## src/rtl/hilo_muldiv.sv

```systemverilog
// hilo_muldiv: iterative multiply/divide unit holding the architectural HI/LO
// registers.
// Multiply uses radix-2 shift-add and divide uses restoring division. Both
// produce one bit per cycle, and an operation takes DATA_W cycles.
// Signed operations run on the operand magnitudes; the signs are fixed at commit.
// Optional feature: define HILO_OVERWRITE_CHECK_EN to flag HI/LO results that
// are overwritten before MFHI/MFLO reads them.
module hilo_muldiv #(
  parameter int DATA_W = 32,
  parameter int CNT_W  = 6
) (
  input  logic              clk_i,
  input  logic              rst_i,
  input  logic              start_i,
  input  logic [1:0]        op_i,
  input  logic [DATA_W-1:0] RSdata_i,
  input  logic [DATA_W-1:0] RTdata_i,
  input  logic              mfhi_i,
  input  logic              mflo_i,
  output logic [DATA_W-1:0] HI_o,
  output logic [DATA_W-1:0] LO_o,
  output logic              busy_o,
  output logic              done_o,
  output logic              Error_DivZero_o,
  output logic              Error_Overwrite_o
);

  typedef enum logic [1:0] {S_IDLE, S_MUL, S_DIV} state_t;

  state_t              state_q, state_d;
  logic [CNT_W-1:0]    cnt_q;
  logic [DATA_W-1:0]   acc_q, wrk_q, opb_q;   // upper half, lower half, multiplicand/divisor
  logic [DATA_W-1:0]   hi_q, lo_q;
  logic                neg_res_q, neg_rem_q;
  logic                done_q, dz_q;

  // Issue decode. op_i[1] selects divide and op_i[0] selects unsigned.
  logic              issue, is_div, is_sgn, divzero, last;
  logic              rs_neg, rt_neg;
  logic [DATA_W-1:0] abs_a, abs_b;

  assign issue   = start_i && (state_q == S_IDLE);
  assign is_div  = op_i[1];
  assign is_sgn  = ~op_i[0];
  assign divzero = issue && is_div && (RTdata_i == '0);
  assign last    = (cnt_q == CNT_W'(DATA_W - 1));
  assign rs_neg  = is_sgn & RSdata_i[DATA_W-1];
  assign rt_neg  = is_sgn & RTdata_i[DATA_W-1];
  assign abs_a   = rs_neg ? -RSdata_i : RSdata_i;
  assign abs_b   = rt_neg ? -RTdata_i : RTdata_i;

  // State register
  always_ff @(posedge clk_i) begin
    if (rst_i) state_q <= S_IDLE;
    else       state_q <= state_d;
  end

  // Next-state: a divide by zero never leaves IDLE; the last iteration returns to IDLE
  always_comb begin
    state_d = state_q;
    case (state_q)
      S_IDLE:       if (issue && !divzero) state_d = is_div ? S_DIV : S_MUL;
      S_MUL, S_DIV: if (last) state_d = S_IDLE;
      default:      state_d = S_IDLE;
    endcase
  end

  // FSM outputs
  always_comb begin
    busy_o = (state_q != S_IDLE);
  end

  // One iteration. Multiply adds the multiplicand into the upper half when the
  // current multiplier bit is set, then shifts {carry, acc, wrk} right. Divide
  // shifts the next dividend bit into the partial remainder and subtracts the
  // divisor, keeping the difference if it did not go negative.
  logic [DATA_W:0]     mul_sum, div_sh, div_tr;
  logic [DATA_W-1:0]   acc_n, wrk_n;
  logic [2*DATA_W-1:0] prod, prod_fix;
  logic [DATA_W-1:0]   quo_fix, rem_fix, hi_cm, lo_cm;

  always_comb begin
    mul_sum = {1'b0, acc_q} + (wrk_q[0] ? {1'b0, opb_q} : '0);
    div_sh  = {acc_q, wrk_q[DATA_W-1]};
    div_tr  = div_sh - {1'b0, opb_q};
    if (state_q == S_DIV) begin
      acc_n = div_tr[DATA_W] ? div_sh[DATA_W-1:0] : div_tr[DATA_W-1:0];
      wrk_n = {wrk_q[DATA_W-2:0], ~div_tr[DATA_W]};
    end else begin
      acc_n = mul_sum[DATA_W:1];
      wrk_n = {mul_sum[0], wrk_q[DATA_W-1:1]};
    end
    // Sign fix-up. The quotient truncates toward zero and the remainder
    // follows the dividend. The most negative value divided by -1 wraps.
    prod     = {acc_n, wrk_n};
    prod_fix = neg_res_q ? -prod : prod;
    quo_fix  = neg_res_q ? -wrk_n : wrk_n;
    rem_fix  = neg_rem_q ? -acc_n : acc_n;
    if (state_q == S_DIV) begin
      hi_cm = rem_fix;
      lo_cm = quo_fix;
    end else begin
      hi_cm = prod_fix[2*DATA_W-1:DATA_W];
      lo_cm = prod_fix[DATA_W-1:0];
    end
  end

  // Datapath: latch operands on issue, iterate while busy, commit HI/LO on the last iteration
  always_ff @(posedge clk_i) begin
    if (rst_i) begin
      cnt_q     <= '0;
      acc_q     <= '0;
      wrk_q     <= '0;
      opb_q     <= '0;
      hi_q      <= '0;
      lo_q      <= '0;
      neg_res_q <= 1'b0;
      neg_rem_q <= 1'b0;
      done_q    <= 1'b0;
      dz_q      <= 1'b0;
    end else begin
      done_q <= 1'b0;
      dz_q   <= 1'b0;
      if (issue) begin
        cnt_q     <= '0;
        acc_q     <= '0;
        wrk_q     <= abs_a;
        opb_q     <= abs_b;
        neg_res_q <= rs_neg ^ rt_neg;
        neg_rem_q <= rs_neg;
        dz_q      <= divzero;
      end else if (busy_o) begin
        cnt_q <= cnt_q + CNT_W'(1);
        acc_q <= acc_n;
        wrk_q <= wrk_n;
        if (last) begin
          hi_q   <= hi_cm;
          lo_q   <= lo_cm;
          done_q <= 1'b1;
        end
      end
    end
  end

  assign HI_o            = hi_q;
  assign LO_o            = lo_q;
  assign done_o          = done_q;
  assign Error_DivZero_o = dz_q;

`ifdef HILO_OVERWRITE_CHECK_EN
  logic unread_q, ovw_q, rd;

  // A read that arrives in the same cycle as an issue consumes the old
  // result first, so that issue raises no error.
  assign rd = (mfhi_i || mflo_i) && !busy_o;

  // Unread flag: set on commit, cleared by an idle-time read; flag an issue that would clobber it
  always_ff @(posedge clk_i) begin
    if (rst_i) begin
      unread_q <= 1'b0;
      ovw_q    <= 1'b0;
    end else begin
      ovw_q <= issue && unread_q && !rd;
      if (busy_o && last) unread_q <= 1'b1;
      else if (rd)        unread_q <= 1'b0;
    end
  end

  assign Error_Overwrite_o = ovw_q;
`else
  logic unused_rd;
  assign unused_rd         = mfhi_i ^ mflo_i;
  assign Error_Overwrite_o = 1'b0;
`endif

endmodule

```

## config.mk

```make
export PLATFORM = sky130hd
export DESIGN_NAME = hilo_muldiv
export DESIGN_NICKNAME = d
export VERILOG_FILES = /design/src/rtl/hilo_muldiv.sv
export SDC_FILE = /design/constraint.sdc
export NUM_CORES = 1
export LEC_CHECK = 0
export ABC_CLOCK_PERIOD_IN_PS = 11300
export BUFFER_PORTS_ARGS = -buffer_cell sky130_fd_sc_hd__buf_2
export CAP_MARGIN = 15
export CORE_MARGIN = 4
export CORE_UTILIZATION = 55
export CTS_CLUSTER_DIAMETER = 200
export CTS_CLUSTER_SIZE = 12
export DETAILED_ROUTE_END_ITERATION = 7
export PLACE_DENSITY = 0.75
export SLEW_MARGIN = 25
export SYNTH_ARGS = -nofsm -noshare
export SYNTH_HDL_FRONTEND = slang
export SYNTH_SLANG_ARGS = --single-unit
export TNS_END_PERCENT = 100
```

## constraint.sdc

```tcl
create_clock -name clk_i -period 11.3 [get_ports clk_i]
set_input_delay 2.26 -clock clk_i [delete_from_list [all_inputs] [get_ports clk_i]]
set_output_delay 2.26 -clock clk_i [all_outputs]
set_load 0.05 [all_outputs]
```

-- After elaboration in Yosys (flattened, before gate mapping)
Index checks and enable logic that the tools add are counted.
- $add $sub $neg: 8
- eq/ne operators: 5
- muxes and demuxes: 18
- bitwise logic cells: 7
- reduce and logical (&&, ||, !) cells: 15
- operators with widths (cell ; number):
    $mux 32 ; 12
    $neg 32->32 ; 4
    $mux 64 ; 1
    $neg 64->64 ; 1
    $add 32x32->33 ; 1
    $sub 33x32->33 ; 1
    $logic_not 32->1 ; 1
    $add 6x1->6 const B ; 1
    $eq 6x5->1 const B ; 1
    $mux 2 ; 3
    $reduce_or 2->1 ; 3
    $logic_and 1x1->1 ; 4
    $not 1->1 ; 4
    $pmux 2 s2 ; 1
    $reduce_bool 2->1 ; 2
    $reduce_and 3->1 ; 1
    $reduce_or 3->1 ; 1
    $and 1x1->1 ; 2
    $eq 2x1->1 const B ; 1
    $eq 2x2->1 const B ; 1
    $logic_not 2->1 ; 1
    $ne 2x1->1 const B ; 1
    $ne 2x2->1 const B ; 1
    $reduce_and 2->1 ; 1
    other kinds (3) ; 3
- register bits: 172
- input port bits: 71

-- Depth between registers and ports, before layout
Gate-level depths: netlist of the first run.
- word-level depth: 8
- mapped depth: 26
- mapped depth without buffers: 24

-- Least setup slack after synthesis of the first run
OpenSTA, ideal clock, no wires.
- kind: flip-flop to flip-flop
- start: reg wrk_q[31]
- end: reg hi_q[30] (netlist: HI_o[30])
- arrival: 5.407 ns
- data required time: 11.178 ns
- setup slack: 5.771 ns
- stages on the path, launching flop included: 25
- buffers on the path: 1
- cell sequence: dfxtp_1 -> inv_1 -> ha_1 -> inv_1 -> fa_1 -> a211oi_1 -> o211a_1 -> o21a_1 -> a21boi_4 -> nor3_4 -> clkbuf_1 -> o31ai_1 -> inv_1 -> ha_1 -> nand4_1 -> or3_1 -> o21bai_1 -> or4_1 -> or2_1 -> nand3b_1 -> o41ai_2 -> a21boi_1 -> a22oi_1 -> and3_1 -> a311o_1
- word-level cells in the longest chain between the ends: 6
- ends and longest elaborated chain (element ; RTL line ; text):
    start, declared ; 32 ; logic [DATA_W-1:0] acc_q, wrk_q, opb_q;
    start signal, assigned ; 127 ; wrk_q <= abs_a;
    start signal, assigned ; 135 ; wrk_q <= wrk_n;
    $sub 33x32->33 ; 85 ; div_tr = div_sh - {1'b0, opb_q};
    $mux 32 / $not 1->1 (equally long branches) ; 87, 88 ;
    $mux 32 ; 86 ; if (state_q == S_DIV) begin
    $neg 64->64 / $neg 32->32 (equally long branches) ; 96, 98 ;
    $mux 64 / $mux 32 (equally long branches) ; 96, 98 ;
    $mux 32 (*) ; 99 ; if (state_q == S_DIV) begin
    end signal, assigned ; 137 ; hi_q <= hi_cm;
    end, declared ; 33 ; logic [DATA_W-1:0] hi_q, lo_q;
Every way passes the cells marked *; elsewhere a longest branch is shown, timed or not.
A chain may end at the register's enable or synchronous reset.

-- Worst setup path after layout of the first run
- start: reg opb_q[25]
- end: reg hi_q[30] (netlist: HI_o[30])
- word-level cells in the longest chain between the ends: 6
- ends and longest elaborated chain (element ; RTL line ; text):
    start, declared ; 32 ;
    start signal, assigned ; 128 ; opb_q <= abs_b;
    $sub 33x32->33 / $mux 32 (equally long branches) ; 85, 83 ;
    $mux 32 (tied with other cells) ; 87 ; acc_n = div_tr[DATA_W] ? div_sh[DATA_W-1:0] : div_tr[DATA_W-1:0];
    $mux 32 ; 86 ;
    $neg 64->64 / $neg 32->32 (equally long branches) ; 96, 98 ;
    $mux 64 / $mux 32 (equally long branches) ; 96, 98 ;
    $mux 32 (*) ; 99 ;
Marked as above.

==> results of run 1 <==
layer usage:
| layer | part of all wire [%] | vias up | GRT usage, % | routed length (um) |
|---|---|---|---|---|
| met3 | 11 | 97 | 7.42 | 5460 |
| li1 | - | 7621 | - | - |
| met5 | 0 | - | 0 | 0 |
| met2 | 42 | 782 | 48.3 | 20900 |
| met4 | 2.2 | 0 | 7.85 | 1120 |
| met1 | 45 | 7428 | 47.2 | 22800 |
metrics by stage:
step                power (mW)  utilization [%]
floorplan                 1.67                -
global placement          2.02             59.6
detailed placement        2.04             59.6
CTS                       2.66             61.9
global route              2.84             61.9
finish                    2.70             61.9
cell type report:
cell class              count  area share, %
clock buffers              17           2.61
repair buffers            158           5.21
inverters                  64           1.47
flip-flops and latches    172           21.1
well taps                 335           2.57
clock inverters            15           1.13
diodes                      1         0.0153
multi-input cells        1709           65.9
power by group through the flow:
stage | Clock (mW) | Sequential, mW | Combinational, mW
finish | 0.618 | 0.732 | 1.35
global route | 0.643 | 0.739 | 1.45
CTS | 0.621 | 0.728 | 1.31
detailed placement | 0 | 0.742 | 1.30
global placement | 0 | 0.740 | 1.28
floorplan | 0 | 0.706 | 0.960
logic make-up (layout without fill, tap and decap cells):
group,after synthesis,after routing,share of synthesized area (%)
AND/OR/NAND/NOR,796,796,25.5
AO/OA/AOI/OAI,634,634,27.5
buffers and inverters,185,254,4.95
flip-flops,172,172,23.1
XOR/XNOR,148,148,8.70
adder cells (fa/ha/maj),73,73,6.23
multiplexers,57,57,4.01
other,1,2,0.0252
state kept, by name, summed over array words and instances, names as in the netlist:
signal / cells
opb_q: 32
state_q: 2
wrk_q: 32
neg_rem_q: 1
cnt_q: 6
LO_o: 32
acc_q: 32
done_o: 1
Error_DivZero_o: 1
HI_o: 32
neg_res_q: 1
path summary, 6_finish.rpt:
check	start	endpoint	slack, ps	depth (start not counted)
max	opb_q[25]	HI_o[30]	4800	21
min	LO_o[26]	LO_o[26]	450	2
max reg2reg	opb_q[25]	HI_o[30]	4800	21
min reg2reg	LO_o[26]	LO_o[26]	450	2
tightest hold or removal path: cells and delay by family (launching register included):
kind	cells	cell delay [ps]
DFF	1	310
AOI/OAI and AO/OA	1	50
and+or+nand+nor	1	50
layout by cell type (no fill, tap or decap), types with 7 or more instances in the layout:
master,instances
or3_1,24
nand2_1,194
nor2_1,286
xnor2_1,82
and2_1,51
or2_2,10
inv_1,62
ha_1,69
nand4_1,25
o211ai_1,21
nor2b_1,13
o21a_1,14
buf_2,134
nand2b_1,10
a22oi_1,7
dfxtp_1,171
clkbuf_16,17
nor3_1,45
o31ai_1,27
o21ai_0,103
a311oi_1,9
a21oi_1,219
and3_1,23
mux2_2,21
a21o_1,23
nor4_1,25
nand3_1,43
a31oi_1,23
mux2i_1,36
a31o_2,8
o41ai_1,11
or4_1,9
buf_4,24
a211oi_1,87
xor2_1,66
==> metrics, run 1 <==
Hold Buf Count CTS 0; Die Y 173 um; failing checks design-rule violations; PortBufs ~140; sequential area share after synthesis between 20 and 25%; sequential fraction of design power between 20% and 30%; internal power 1.43 mW; CP Buf/Inv Count 2; CTS root buf clkbuf_16; Post-synth EDFFs 0; initial antenna violation count 1; Max stage delay on crit path 560 ps; post-synthesis cell area 0.0149 mm2; final setup margin approximately 4800 ps; pin slew with the least headroom to its limit ~1000 ps; Remaining DRCs 3; largest area contributor in the synthesized netlist dfxtp_1; Post-CTS Setup Inserts 0; Reg area 0.00344 mm2; Clock power frac 22.9%; Mean Syn Cell Area between 7 and 8 um2; final setup vio count 0; NumNets Final 2266; dpl ws 4970 ps; Min-Delay Path Class reg -> reg; clock-pin slew on the worst setup and hold paths 80 ps; GRT Resource Usage Total roughly 32%; die width 173 um; Post-synth ARST share 0%; Final Hold Viols 0; Max Cap Viol 0; Non-Filler Instances around 2500; CP Max Fanout 10; min Tclk post-route between 6000 and 7000 ps; io pins ~140; crit path DAT roughly 6800 ps; top-count cell post-synth nor2_1; H-Tree Depth 4; placed insts 2438; CTS tree done; most instantiated cells after synthesis nor2_1, a21oi_1, nand2_1; Initial Util a little under three fifths; fraction of layout cells with a size suffix above 1 about 12%; vias per cell ~6.4; Comb power frac 49.9%; DRT Wirelength between 50000 and 60000 um; Fin Clk Skew 19.4 ps; Layout fillers 2500; WHS about 450 ps; setup TNS 0 ps; clock sinks 172; worst-case vdd ir drop approximately 0.10 mV; wire per inst a little over 20 um; Cell Rows between 50 and 60; DR vias ~16000; post-synthesis cell type count 93; Post-DP Area roughly 0.016 mm2; CP required around 12000 ps; #FFs+latches synth around 170; Final Cell Area ~0.016 mm2; fin crit share between 50% and 60%; area of the multi-input gates around 0.011 mm2; syn_nets around 2200; placer congestion estimate 0.996; Iter 0 DRT Violations 1759; switching pwr about 1.3 mW; Leak Pwr between 6 and 7 nW; Layout area overhead 9.53%; Worst setup SP type flip-flop; Bufs on Longest Clock Path 2; first-pass GRT wire length about 80000 um; Post-CTS Resized 0; status finished, violations left; synth warn 0; RSZ-0062 raised after global routing no; fin. max-slew vios 0; Sw Ratio 47.0%; CP Cell Sequence inv_1 -> ha_1 -> and4_4 -> and2_1 -> a32oi_2 -> and3_1 -> a21oi_4 -> o31ai_1 -> inv_1 -> ha_1 -> nand4_1 -> or3_1 -> o21bai_1 -> or4_1 -> or2_1 -> nand3b_1 -> o41ai_2 -> a21boi_1 -> a22oi_1 -> and3_1 -> a311o_1; total core area approximately 0.026 mm2; most common flop cell mapped by yosys dfxtp_1; ranking of synthesized cells by area dfxtp_1, a21oi_1, nor2_1; crit end category flip-flop; placed wire-length estimate 37800 um; clock latency on the worst-skew pair 450 ps; vias in the first global route 14600; overall die area about 0.030 mm2; GRT Residual Overflow 0; crit path kind reg -> reg; Worst slew margin 31.1%; Slowest cell on crit path o41ai_2; Crit path max-delay family simple AND/OR/NAND/NOR gates; largest net degree at the start of global routing 92; total CTS buffers 17; power per cell area around 170 mW/mm2; highest clock rate 154 MHz; Syn Inst Count 2066; drt pass-1 iters 8; Post-DRT Antenna Nets 0; share of the synthesized area in the top cell type 23.1%
No activity file was read; power rests on OpenSTA's default activity.
==> inputs of run 2 (changes only) <==
--- a/config.mk
+++ b/config.mk
@@ -5,7 +5,8 @@
 export SDC_FILE = /design/constraint.sdc
 export NUM_CORES = 1
 export LEC_CHECK = 0
-export ABC_CLOCK_PERIOD_IN_PS = 11300
+export ABC_AREA = 1
+export ABC_CLOCK_PERIOD_IN_PS = 6470
 export BUFFER_PORTS_ARGS = -buffer_cell sky130_fd_sc_hd__buf_2
 export CAP_MARGIN = 15
 export CORE_MARGIN = 4
@@ -13,7 +14,7 @@
 export CTS_CLUSTER_DIAMETER = 200
 export CTS_CLUSTER_SIZE = 12
 export DETAILED_ROUTE_END_ITERATION = 7
-export PLACE_DENSITY = 0.75
+export PLACE_DENSITY = 0.74
 export SLEW_MARGIN = 25
 export SYNTH_ARGS = -nofsm -noshare
 export SYNTH_HDL_FRONTEND = slang
==> constraint.sdc (replaced) <==
create_clock -name clk_i -period 6.47 [get_ports clk_i]
set_input_delay 1.294 -clock clk_i [delete_from_list [all_inputs] [get_ports clk_i]]
set_output_delay 1.294 -clock clk_i [all_outputs]
set_load 0.05 [all_outputs]
==> run 2 against run 1 <==
Utilization decreased by 0.43 points. Die area up 5.8%. Total power grew to 3.6 times the previous value. Flip-flop and latch count did not move. Global-route usage up 2.8 points. First-iteration DRC count is 16% higher. Highest routed layer unchanged. Routed wire length grew 11%. Register-to-register slack got worse by 3300 ps. Setup slack worse by 3300 ps. Count of clock-buffer cells in the layout unchanged. The flow now finishes without violations. Combinational power grew to 5.4 times the previous value. Clock power up 76%.
==> metrics, run 2 <==
ant diodes 0; crit end category flip-flop; wl on met1 about 25000 um; Remaining DRCs 0; Bufs on Longest Clock Path 2; post-synthesis cell type count 56; overall die area 0.0315 mm2; PortBufs about 140; total core area roughly 0.028 mm2; total CTS buffers 17; Hold Path Origin cnt_q[5]; GRT Resource Usage Total around a third; Cell Rows 61; Highest Signal Layer met4; Worst Reg-to-Reg Cells 34; area of the multi-input gates between 0.01 and 0.015 mm2; CP most frequent cell nand2_1; Layout area overhead 9.28%; min Tclk post-route 4960 ps; power per cell area 566 mW/mm2; Worst Hold Path EP cnt_q[5]; Post-synth ARST share 0%; Post-CTS Setup Inserts 0; drt pass-1 iters 6; die width 178 um; Hold Buf Count CTS 0; Fin Clk Skew 19.1 ps; synth warn 0; GRT Residual Overflow 0; clock sinks approximately 170; Leak Pwr between 9 and 10 nW; most frequent cells in the layout nand2_1, inv_1, nor2_1; dpl ws around 1700 ps; NumNets Final about 3000; crit path kind reg -> reg; clock latency on the worst-skew pair ~450 ps; Worst R2R End HI_o[16]; io pins 139; placer congestion estimate around 0.98; share of the synthesized area in the top cell type a little over a fifth; clock-pin slew on the worst setup and hold paths approximately 80 ps; placed wire-length estimate roughly 44000 um; DR WL met2 approximately 25000 um; DR vias around 18000; Max stage delay on crit path approximately 430 ps; CP required 6830 ps; fin crit share between 70 and 80%; Post-DRT Antenna Nets 0; DRT Wirelength between 50000 and 60000 um; highest clock rate a little over 200 MHz; CTS tree done; final setup vio count 0; Layout fillers ~2900; hold path depth 2; initial antenna violation count 0; crit path DAT between 5000 and 6000 ps; largest area contributor in the synthesized netlist dfxtp_1; fraction of layout cells with a size suffix above 1 slightly above 10%; first-pass GRT wire length slightly below 90000 um; reg2reg start wrk_q[31]; commonest non-fill, non-tap cell in the layout nand2_1; top-count cell post-synth nand2_1; RSZ-0062 raised after global routing no; most instantiated cells after synthesis nand2_1, inv_1, nor2_1; CTS root buf clkbuf_16; Die Y between 150 and 200 um; Final Hold Viols 0; Iter 0 DRT Violations ~2000; Final Cell Area about 0.017 mm2; Mean Syn Cell Area 5.84 um2; post-synthesis cell area approximately 0.016 mm2; Reg area around 0.0034 mm2; Post-CTS Resized 0; status completed; sequential area share after synthesis a little over a fifth; Post-synth EDFFs 0; pin slew with the least headroom to its limit around 1000 ps; most common flop cell mapped by yosys dfxtp_1; Post-DP Area approximately 0.017 mm2; WHS a little under 500 ps; CP Max Fanout 28; #FFs+latches synth about 170; wire per inst roughly 18 um; Worst slew margin between 30% and 40%; Slowest cell on crit path fa_1; worst-case vdd ir drop slightly below 0.4 mV; H-Tree Depth 4; setup TNS 0 ps; Syn Inst Count approximately 2700; WL met3 4860 um; Worst setup SP type flip-flop; Initial Util roughly 56%; vias per cell approximately 5.6; largest net degree at the start of global routing slightly above 90; Min-Delay Path Class reg -> reg; syn_nets 2852; final setup margin about 1500 ps; ranking of synthesized cells by area dfxtp_1, nand2_1, inv_1; fin. max-slew vios 0; Max Cap Viol 0; vias in the first global route around 16000; r2r setup slk between 1500 and 2000 ps
-- run 2: where the power goes --
| group | switching [mW] | internal [mW] |
|---|---|---|
| Combinational | 5.11 | 2.12 |
| Clock | 0.539 | 0.554 |
| Sequential | 0.205 | 1.24 |
-- run 2: kinds of logic (layout without fill, tap and decap cells) --
group	count (synthesis)	count (layout)	synth area share, %
other cells	1	1	0.0237
simple gates	1348	1348	36.6
compound gates	534	534	18.9
fa+ha+maj	73	73	5.87
flops	172	172	21.8
mux	5	5	0.317
xor+xnor	75	75	4.16
buf+inv	500	592	12.4
-- run 2: routing by layer --
layer / GRT usage [%] / up-vias
met4: 10.2 / 0
met3: 5.41 / 112
met1: 49.4 / 8108
met2: 55.7 / 826
met5: 0 / -
li1: - / 8866
-- run 2: worst max-delay path by stage --
stage / start / endpoint / slack, ps
global route: wrk_q[31] / HI_o[30] / 1120
floorplan: wrk_q[31] / HI_o[22] / 2760
CTS: wrk_q[31] / HI_o[16] / 1630
global placement: wrk_q[31] / HI_o[24] / 1720
finish: wrk_q[31] / HI_o[16] / 1510
detailed placement: wrk_q[31] / HI_o[16] / 1660
-- run 2: area by class of cell --
type	instances	area share, %
repair buffers	149	4.52
clock inverters	15	0.985
clock buffers	17	2.46
flip-flops and latches	172	19.9
multi-input cells	2036	60.4
well taps	378	2.74
inverters	411	8.95
-- run 2: through the flow --
step	utilization (%)	instances	power [mW]
floorplan	-	2708	6.75
CTS	61.5	3178	9.62
global placement	59.4	3146	8.40
detailed placement	59.4	3146	8.49
finish	61.5	3178	9.77
global route	61.5	3178	10.6
-- run 2: critical path, delay by kind of cell, from the launching register on --
| family | cells | cell delay, ps |
|---|---|---|
| AND/OR/NAND/NOR | 24 | 2900 |
| adder cells (fa/ha/maj) | 3 | 840 |
| buffers and inverters | 6 | 590 |
| flip-flops | 1 | 320 |
| AO/OA/AOI/OAI | 1 | 210 |
==> inputs of run 3 (changes only) <==
--- a/config.mk
+++ b/config.mk
@@ -6,7 +6,7 @@
 export NUM_CORES = 1
 export LEC_CHECK = 0
 export ABC_AREA = 1
-export ABC_CLOCK_PERIOD_IN_PS = 6470
+export ABC_CLOCK_PERIOD_IN_PS = 4100
 export BUFFER_PORTS_ARGS = -buffer_cell sky130_fd_sc_hd__buf_2
 export CAP_MARGIN = 15
 export CORE_MARGIN = 4
@@ -14,7 +14,7 @@
 export CTS_CLUSTER_DIAMETER = 200
 export CTS_CLUSTER_SIZE = 12
 export DETAILED_ROUTE_END_ITERATION = 7
-export PLACE_DENSITY = 0.74
+export PLACE_DENSITY = 0.77
 export SLEW_MARGIN = 25
 export SYNTH_ARGS = -nofsm -noshare
 export SYNTH_HDL_FRONTEND = slang
==> constraint.sdc (replaced) <==
create_clock -name clk_i -period 4.1 [get_ports clk_i]
set_input_delay 0.82 -clock clk_i [delete_from_list [all_inputs] [get_ports clk_i]]
set_output_delay 0.82 -clock clk_i [all_outputs]
set_load 0.05 [all_outputs]
==> run 3 against run 2 <==
Sequential power is 56% higher. Fmax is 26% higher. Die area stayed put. Largest cell class unchanged. Highest routed layer is now met5.
==> metrics, run 3 (synthesis results as in run 2) <==
initial antenna violation count 1; utilization after layout 65.2%; Max stage delay on crit path roughly 320 ps; Hold Path Origin LO_o[3]; CP required ~4500 ps; commonest non-fill, non-tap cell in the layout nand2_1; CP Max Fanout 3; first-pass GRT wire length 89400 um; Final Hold Viols 0; crit path kind reg -> reg; GRT Residual Overflow 0; highest clock rate about 250 MHz; Post-DRT Antenna Nets 0; fin. max-slew vios 0; clock latency on the worst-skew pair about 450 ps; CTS tree done; clock-pin slew on the worst setup and hold paths ~70 ps; H-Tree Depth 4; crit end category flip-flop; power per cell area ~920 mW/mm2; r2r setup slk around 160 ps; total core area 0.0281 mm2; Cell Rows between 60 and 70; Final Cell Area roughly 0.018 mm2; fraction of layout cells with a size suffix above 1 14.6%; hold path depth 2; Layout area overhead 15.8%; die width ~180 um; io pins 139; Max Cap Viol 0; Crit path max-delay family simple AND/OR/NAND/NOR gates; Min-Delay Path Class reg -> reg; Worst Reg-to-Reg Cells 33; total CTS buffers 17; Post-DP Area between 0.015 and 0.02 mm2; most frequent cells in the layout nand2_1, inv_1, nor2_1; worst-case vdd ir drop ~0.56 mV; Layout fillers 2769; PortBufs ~140; NumNets Final about 3000; status completed; vias per cell roughly 5.7; GRT Resource Usage Total between 30 and 40%; overall die area between 0.03 and 0.04 mm2; final setup vio count 0; Bufs on Longest Clock Path 2; Reg area 0.00345 mm2; ant diodes 0; reg2reg start opb_q[17]; Worst slew margin 31.5%; Leak Pwr ~9.5 nW; setup TNS 0 ps; CP Buf/Inv Count 6; clock sinks 172; Fin Clk Skew between 10 and 15 ps; Initial Util between 50% and 60%; DR vias approximately 19000; min Tclk post-route about 3900 ps; Worst Hold Path EP LO_o[3]; vias in the first global route about 17000; placer congestion estimate 1.07; placed wire-length estimate about 46000 um; wire per inst approximately 18 um; Die Y between 150 and 200 um; largest net degree at the start of global routing 92; CP most frequent cell nand2_1; Slowest cell on crit path dfxtp_1; CTS root buf clkbuf_16; Worst R2R End HI_o[24]; DRT Wirelength 57900 um; Worst setup SP type flip-flop; crit path DAT 4290 ps; pin slew with the least headroom to its limit 1020 ps; drt pass-1 iters 7; Remaining DRCs 0; Iter 0 DRT Violations about 1900; fin crit share slightly below 100%; area of the multi-input gates 0.0107 mm2
run 3: repair_timing:
action | 4_1_cts | 5_1_grt
gates resized for setup | 12 | 48
setup endpoints to repair | 7 | 27
buffers inserted | 3 | 8
cloned | 0 | 0
hold buffers | 0 | 0
pin swaps | 7 | 15
run 3: worst register-to-register path, delay by kind of cell (launching register included):
kind | cells | cell delay [ps]
DFF | 1 | 320
and+or+nand+nor | 23 | 2030
buffers and inverters | 6 | 640
AOI/OAI and AO/OA | 2 | 460
adders and majority gates | 2 | 390
run 3: worst max path at each step:
stage | start | to | slack [ps] | depth (start not counted)
after floorplan | wrk_q[31] | HI_o[22] | 390 | 37
after global placement | wrk_q[31] | HI_o[22] | 80 | 37
after detailed placement | opb_q[27] | HI_o[14] | -20 | 32
after CTS | wrk_q[31] | HI_o[14] | 20 | 36
after global routing | opb_q[27] | HI_o[16] | -130 | 33
final | opb_q[17] | HI_o[24] | 160 | 33
run 3: area by class of cell:
| class | instances | share of cell area, % |
|---|---|---|
| clock buffer | 20 | 2.55 |
| clock inverter | 12 | 0.929 |
| inverter | 411 | 8.43 |
| multi-input combinational | 2036 | 58.4 |
| sequential | 172 | 18.8 |
| tap | 378 | 2.58 |
| timing repair buffer | 244 | 8.34 |
run 3: layer usage:
metal	track usage [%]	vias to the layer above	wire, um
met5	0	-	11
met4	12.2	2	1780
met3	6.35	114	5250
met2	57.7	953	26200
met1	48.3	8455	24600
li1	-	9068	-
run 3: power breakdown:
group | internal [mW] | leakage, nW | total, mW | switching, mW
Clock | 1.03 | 0.311 | 1.80 | 0.773
Combinational | 4.19 | 7.82 | 12.7 | 8.54
Sequential | 1.96 | 1.40 | 2.26 | 0.300
Total | 7.17 | 9.53 | 16.8 | 9.61
run 3: per-stage QoR:
| stage | power [mW] | hold slack, ps | cells | setup slack (ps) |
|---|---|---|---|---|
| 2_1_floorplan | 10.7 | 445 | 2708 | 392 |
| 3_3_place_gp | 14.0 | 460 | 3230 | 78.2 |
| 3_5_place_dp | 14.2 | 471 | 3230 | -15.9 |
| 4_1_cts | 16.1 | 484 | 3265 | 15.0 |
| 5_1_grt | 18.1 | 505 | 3273 | -134 |
| 6_report | 16.8 | 488 | 3273 | 164 |
